$ cat src/rtl/ray_issue_scheduler.sv
// Raster ray issue scheduler: hands SDF pipeline slots to new pixel rays or recirculating rays, and tracks rays in flight.
// Optional `RAY_SCHED_CONT_EN: restart the next frame straight from DONE without waiting for start.
module ray_issue_scheduler #(
  parameter int H_RES        = 1280,
  parameter int V_RES        = 720,
  parameter int MAX_INFLIGHT = 12
) (
  input  logic        clk,
  input  logic        rst_n,
  input  logic        start,
  input  logic        recirc_valid,
  input  logic        retire_valid,
  output logic        issue_new,
  output logic        issue_recirc,
  output logic [10:0] pix_x,
  output logic [10:0] pix_y,
  output logic [19:0] pix_addr,
  output logic [4:0]  inflight,
  output logic        busy,
  output logic        frame_done,
  output logic        cam_latch,
  output logic        err
);

  typedef enum logic [1:0] {IDLE, ISSUE, DRAIN, DONE} state_t;

  localparam logic [10:0] X_LAST  = 11'(H_RES - 1);
  localparam logic [10:0] Y_LAST  = 11'(V_RES - 1);
  localparam logic [4:0]  INF_MAX = 5'(MAX_INFLIGHT);

  state_t state;
  logic   inflight_full;
  logic   last_pix;
  logic   retire_ok;

  always_comb begin
    inflight_full = (inflight >= INF_MAX);
    issue_recirc  = (state != IDLE) && recirc_valid;
    issue_new     = (state == ISSUE) && !recirc_valid && !inflight_full;
    last_pix      = (pix_x == X_LAST) && (pix_y == Y_LAST);
    retire_ok     = retire_valid && (inflight != 5'd0);
    busy          = (state != IDLE);
    frame_done    = (state == DONE);
    cam_latch     = (state == DONE);
  end

  always_ff @(posedge clk or negedge rst_n) begin
    if (!rst_n) begin
      state    <= IDLE;
      pix_x    <= '0;
      pix_y    <= '0;
      pix_addr <= '0;
      inflight <= '0;
      err      <= 1'b0;
    end else begin
      // Sticky: stray retire/recirc with nothing resident, or an over-issue.
      if ((retire_valid && inflight == 5'd0) ||
          (recirc_valid && inflight == 5'd0) ||
          (issue_new && inflight_full))
        err <= 1'b1;

      if (issue_new && !retire_ok)
        inflight <= inflight + 5'd1;
      else if (!issue_new && retire_ok)
        inflight <= inflight - 5'd1;

      case (state)
        IDLE: begin
          if (start) begin
            state    <= ISSUE;
            pix_x    <= '0;
            pix_y    <= '0;
            pix_addr <= '0;
          end
        end
        ISSUE: begin
          if (issue_new) begin
            if (pix_x == X_LAST) begin
              pix_x <= '0;
              pix_y <= pix_y + 11'd1;
            end else begin
              pix_x <= pix_x + 11'd1;
            end
            pix_addr <= pix_addr + 20'd1;
            if (last_pix)
              state <= DRAIN;
          end
        end
        DRAIN: begin
          if (inflight == 5'd0)
            state <= DONE;
        end
        DONE: begin
`ifdef RAY_SCHED_CONT_EN
          state    <= ISSUE;
          pix_x    <= '0;
          pix_y    <= '0;
          pix_addr <= '0;
`else
          state    <= IDLE;
`endif
        end
        default: state <= IDLE;
      endcase
    end
  end

endmodule
$ cat config.mk
export PLATFORM = sky130hd
export DESIGN_NAME = ray_issue_scheduler
export DESIGN_NICKNAME = d
export VERILOG_FILES = /design/src/rtl/ray_issue_scheduler.sv
export SDC_FILE = /design/constraint.sdc
export NUM_CORES = 1
export LEC_CHECK = 0
export BUFFER_PORTS_ARGS = -buffer_cell sky130_fd_sc_hd__buf_2
export CAP_MARGIN = 0
export CORE_MARGIN = 2
export CORE_UTILIZATION = 55
export DETAILED_ROUTE_END_ITERATION = 16
export GPL_TIMING_DRIVEN = 0
export HOLD_SLACK_MARGIN = 0.05
export MAX_ROUTING_LAYER = met4
export PLACE_DENSITY = 0.88
export SLEW_MARGIN = 20
export SYNTH_ARGS = -nofsm -noshare
export SYNTH_HDL_FRONTEND = slang
export SYNTH_SLANG_ARGS = --single-unit
$ cat constraint.sdc
create_clock -name clk -period 3.5 [get_ports clk]
set_input_delay 0.7 -clock clk [delete_from_list [all_inputs] [get_ports clk]]
set_output_delay 0.7 -clock clk [all_outputs]
set_load 0.01 [all_outputs]
; Word-level counts from Yosys, hierarchy flattened
; Index checks and enable logic that the tools add are counted.
[classes]
add_sub_neg = 5
n_eq_ne = 10
n_mul = 0
reduce_logical = 25
mux = 17
n_shift = 0
n_div = 0
bitwise_logic = 0
magnitude_cmp = 1
[ops]
columns = op, n
row1 = 11-bit 2-to-1 mux, 5
row2 = 11-bit one-hot mux with 2 select lines, 2
row3 = 20-bit 2-to-1 mux, 2
row4 = 20-bit one-hot mux with 2 select lines, 1
row5 = "11-bit by 1-bit adder with 11-bit output, second input constant", 2
row6 = "20-bit by 1-bit adder with 20-bit output, second input constant", 1
row7 = "11-bit by 10-bit equality test with 1-bit output, second input constant", 1
row8 = "11-bit equality test, second input constant", 1
row9 = 1-bit logical AND, 10
row10 = 5-bit 2-to-1 mux, 2
row11 = 2-bit 2-to-1 mux, 4
row12 = "2-bit inequality test, second input constant", 4
row13 = 2-bit one-hot mux with 4 select lines, 1
row14 = 4-bit AND reduction, 2
row15 = 2-bit nonzero test, 3
row16 = "5-bit by 1-bit adder with 5-bit output, second input constant", 1
row17 = "5-bit by 4-bit greater-or-equal comparator with 1-bit output, second input constant", 1
row18 = 5-bit zero test, 1
row19 = 5-bit nonzero test, 1
row20 = "5-bit by 1-bit subtractor with 5-bit output, second input constant", 1
row21 = "2-bit equality test, second input constant", 2
row22 = 1-bit zero test, 4
row23 = 3-bit AND reduction, 1
row24 = "2-bit by 1-bit equality test with 1-bit output, second input constant", 1
row25 = 3 further kinds, 4
[word_totals]
mem_bits_ro = 0
latch_bits = 0
mem_bits_rw = 0
elab_cells = 64
register_bits = 50
memories = 0

; Longest topological paths before layout
[depth]
depth_word = 7
depth_mapped = 13
depth_no_buf = 12

; Least setup slack after synthesis
; No wires, ideal clock.
[synth_path]
kind = input-to-reg
start = in recirc_valid
end = reg inflight[4]
path_buffers = 0
arrival_ns = 2.540
setup_ns = 0.128
cell_stages = 10
setup_slack_ns = 0.833
path_cell_list = a211o_1 nor2_1 ha_1 inv_1 fa_1 a21o_1 a21oi_1 xnor2_1 nor2_1 xor2_1
[synth_via]
elab_chain_len = 6
word_cells_on_any_way = 8
classes_between = mux: 1 / reduce/logical: 7
[synth_lines]
columns = item, line
row1 = from (decl), 11  ; input logic recirc_valid,
row2 = 1-bit zero test *, 39  ; issue_new = (state == ISSUE) && !recirc_valid && !inflight_full;
row3 = 1-bit logical AND * (2 in a row), 39
row4 = via issue_new, 13  ; output logic issue_new,
row5 = 1-bit zero test, 64  ; else if (!issue_new && retire_ok)
row6 = 1-bit logical AND, 64
row7 = 2-bit nonzero test (no line), n/a
row8 = to (signal assigned), 63  ; inflight <= inflight + 5'd1;
row9 = to (signal assigned), 65  ; inflight <= inflight - 5'd1;
row10 = to (decl), 18  ; output logic [4:0] inflight,
; The timed path passes the listed nets; every way through them passes the cells marked *.
; A chain may end at the register's enable or synchronous reset.

; Final worst setup path
[layout_path]
start = reg state[1]
end = reg inflight[4]
[layout_via]
elab_chain_len = 6
word_cells_on_any_way = 8
classes_between = eq/ne: 1 / mux: 1 / reduce/logical: 6
[layout_lines]
columns = item, line
row1 = from (decl), 31  ; state_t state;
row2 = from (signal assigned), 49  ; state <= IDLE;
row3 = from (signal assigned), 70  ; state <= ISSUE;
row4 = from (signal assigned), 86  ; state <= DRAIN;
row5 = 2-bit by 1-bit equality test with 1-bit output *, 39
row6 = 1-bit logical AND * (2 in a row), 39
row7 = 1-bit zero test, 64
row8 = 1-bit logical AND, 64
row9 = 2-bit nonzero test (no line), n/a
; Mark *: on every way between the ends. The rest lies on a longest branch, timed or not.

==> reports/metrics.yaml <==
timing:
  max_freq_mhz: 339.2
  final-max-slew-violation-count: 0
  tightest_slew_ns: 0.8269
  setup_viol: 0
  skew_ns: 0.005782
  setup_tns_ns: 0
  holdWs_ns: 0.3907
  final.period_utilization_pct: 84.22
  rsz0062_at_grt: "no"
  max_slew_margin_pct: 44.54
  min_period_ns: 2.948
  hold_viol_final: 0
clocking:
  numCtsBuffers: 5
  cts_buffer_depth: 2
  cts_resized: 0
  clock-root-buffer: "clkbuf_8"
  postCtsSetupBuffers: 0
  cts.sinks: 50
  clk_latency_ns: 0.31
  htree_levels: 2
  cts_hold_buf: 0
  cts_tree: "done"
  path_clk_slew_ns: 0.09
synth:
  synth_cell_type_count: 46
  netlist_area_sq_um: 2877
  syn_avg_cell_area_sq_um: 9.132
  synth_edf_count: 0
  synth-warning-count: 0
  synth-async-reset-ratio_pct: 100.0
  syn_inst: 315
  synth_ff_type: "dfrtp_1"
  synth_fp_nets: 332
  ys_seq_area_share_pct: 43.50
  ys_seq_elements: 50
route:
  wl_um: 6628
  post_drt_wl_per_cell_um: 14.73
  vias_per_cell: 5.780
  vias: 2601
  drt_pass1_iterations: 5
  ant_nets: 0
  initialDrtViolationCount: 235
  drc: 0
placed_design:
  place_congestion: 0.8505
  place_hpwl_um: 4761
  port_buffers: 57
pwr:
  power_leakage_nw: 1.600
  powerDensity_nw_per_um2: 539.5
  ir_worst_vdd_v: 0.0004617
layout:
  layout_common_cells: "57 x buf_2, 50 x dfrtp_1, 38 x nor2_1, 37 x nand2_1, 22 x nand3_1"
  n_fill_cell: 404
  final_common_cell: "buf_2"
  nets: 397
  syn_to_final_growth_pct: 17.57
  antenna_cells: 0
  drive_above_1_share_pct: 19.74
critical_path:
  crit_type: "reg2reg"
  worstSetupStartpointType: "flop"
  path_buf_inv: 4
  crit_chain: "inv_1 -> ha_1 -> inv_1 -> clkbuf_1 -> nor2_1 -> ha_1 -> inv_1 -> fa_1 -> a21o_1 -> a21oi_1 -> xnor2_1 -> nor2_1 -> xor2_1"
  slowest_delay_ns: 0.42
  critPathArrivalTime_ns: 3.14
  crit_fanout: 10
  cp_data_required_time_ns: 3.70
  critPathCaptureType: "flop"
  cp_top_family: "adder cells"
  crit_slowest_cell: "dfrtp_1"
  path_common_cell: "inv_1"
floorplan:
  die_x_um: 76.32
  die_h_um: 76.32
  io_pins: 58
  start_util_pct: 56.68
  core_sq_um: 5075
  num_rows: 26
  dieArea_sq_um: 5825
grt:
  grt_usage_pct: 23.92
  grt_overflow_total: 0
  grt_max_degree: 27
  grt_pass1_wl_um: 10990
  antenna_found_initial: 0
  grt_pass1_vias: 2296
job:
  max-cap-violations: 0
status:
  status: "complete, no violations"
hold_path:
  hp-class: "in2async"
[synth_stat cells, drive strengths merged, types with 2 or more instances]
library cell	instances	share of area, %
clkbuf	10	1.3
xor2	15	4.6
nand2	37	4.8
dfrtp	50	43
o21ai	22	3.8
a22oi	2	0.52
or4	3	0.91
a21oi	9	1.7
ha	11	4.8
or3	5	1.3
mux2i	8	2.8
inv	11	1.4
buf	2	0.65
mux2	2	0.91
nand3	22	3.8
a22o	6	1.8
and3	4	0.87
o41ai	2	0.61
o21bai	2	0.52
xnor2	11	3.3
o31ai	2	0.70
nand4	9	2.0
nor3	11	1.9
nor4	5	1.6
a21o	3	0.78
nand4b	2	0.61
nor2	39	5.2
[registers in the layout, summed over array words and instances (netlist names)]
name / flops
pix_addr: 20
pix_x: 11
pix_y: 11
inflight: 5
state: 2
err: 1
[kinds of logic (layout without fill, tap and decap cells)]
kind of cell               after synthesis  count (layout)  synth area share, %
adders and majority gates               12              12                5.481
xor gates and xnor gates                26              26                7.917
buffers and inverters                   23              88                3.393
and+or+nand+nor                        141             141                24.10
DFF                                     50              50                43.50
muxes                                   10              10                3.697
AOI/OAI and AO/OA                       53              53                11.92
[final timing paths]
| path | start | to | slack, ns | cells past startpoint |
|---|---|---|---|---|
| max in group asynchronous | rst_n | pix_y[1] | 2.56 | 2 |
| min in group clk | err | err | 0.48 | 1 |
| setup / recovery | state[1] | inflight[4] | 0.55 | 13 |
| hold reg to reg | err | err | 0.48 | 1 |
| hold / removal | rst_n | pix_x[4] | 0.39 | 1 |
| setup reg to reg | state[1] | inflight[4] | 0.55 | 13 |
[per-stage QoR]
stage / power, mW / std cells / area, sq um / util [%] / setup WS (ns)
final: 1.825 / 450 / 3382 / 66.64 / 0.5522
after global routing: 1.958 / 450 / 3382 / 66.64 / 0.3419
after CTS: 1.833 / 450 / 3382 / 66.64 / 0.5503
after detailed placement: 1.412 / 443 / 3269 / 64.42 / 0.5801
after global placement: 1.378 / 442 / 3249 / 64.03 / 0.6370
after floorplan: 1.194 / 315 / 2877 / - / 0.8328
[area by class of cell]
class | count | area (sq um) | share of cell area, %
clock inverters | 1 | 30.03 | 0.8879
inverters | 11 | 41.29 | 1.221
repair buffers | 58 | 305.3 | 9.027
flip-flops and latches | 50 | 1251 | 37.00
clock buffers | 6 | 82.58 | 2.442
plain buffers | 12 | 56.30 | 1.665
well taps | 70 | 87.58 | 2.590
multi-input cells | 242 | 1528 | 45.17
[where the power goes]
| group | internal (mW) | switching, mW |
|---|---|---|
| Combinational | 0.256 | 0.337 |
| Clock | 0.229 | 0.193 |
| Sequential | 0.675 | 0.134 |
[per-layer routing]
layer  vias up  wire, um  GRT usage [%]
met5         -         0              -
met4         0       106          7.818
met3        13       355          4.147
met2       101      3251          38.05
met1      1250      2915          31.38
li1       1237         -              -
[worst register-to-register path: stages (launching register included)]
cell,delay [ns]
dfrtp_1,0.42
inv_1,0.09
ha_1,0.29
inv_1,0.12
clkbuf_1,0.25
nor2_1,0.22
ha_1,0.22
inv_1,0.12
fa_1,0.42
a21o_1,0.18
a21oi_1,0.17
xnor2_1,0.13
nor2_1,0.06
xor2_1,0.14
(Power assumes the default switching activity.)
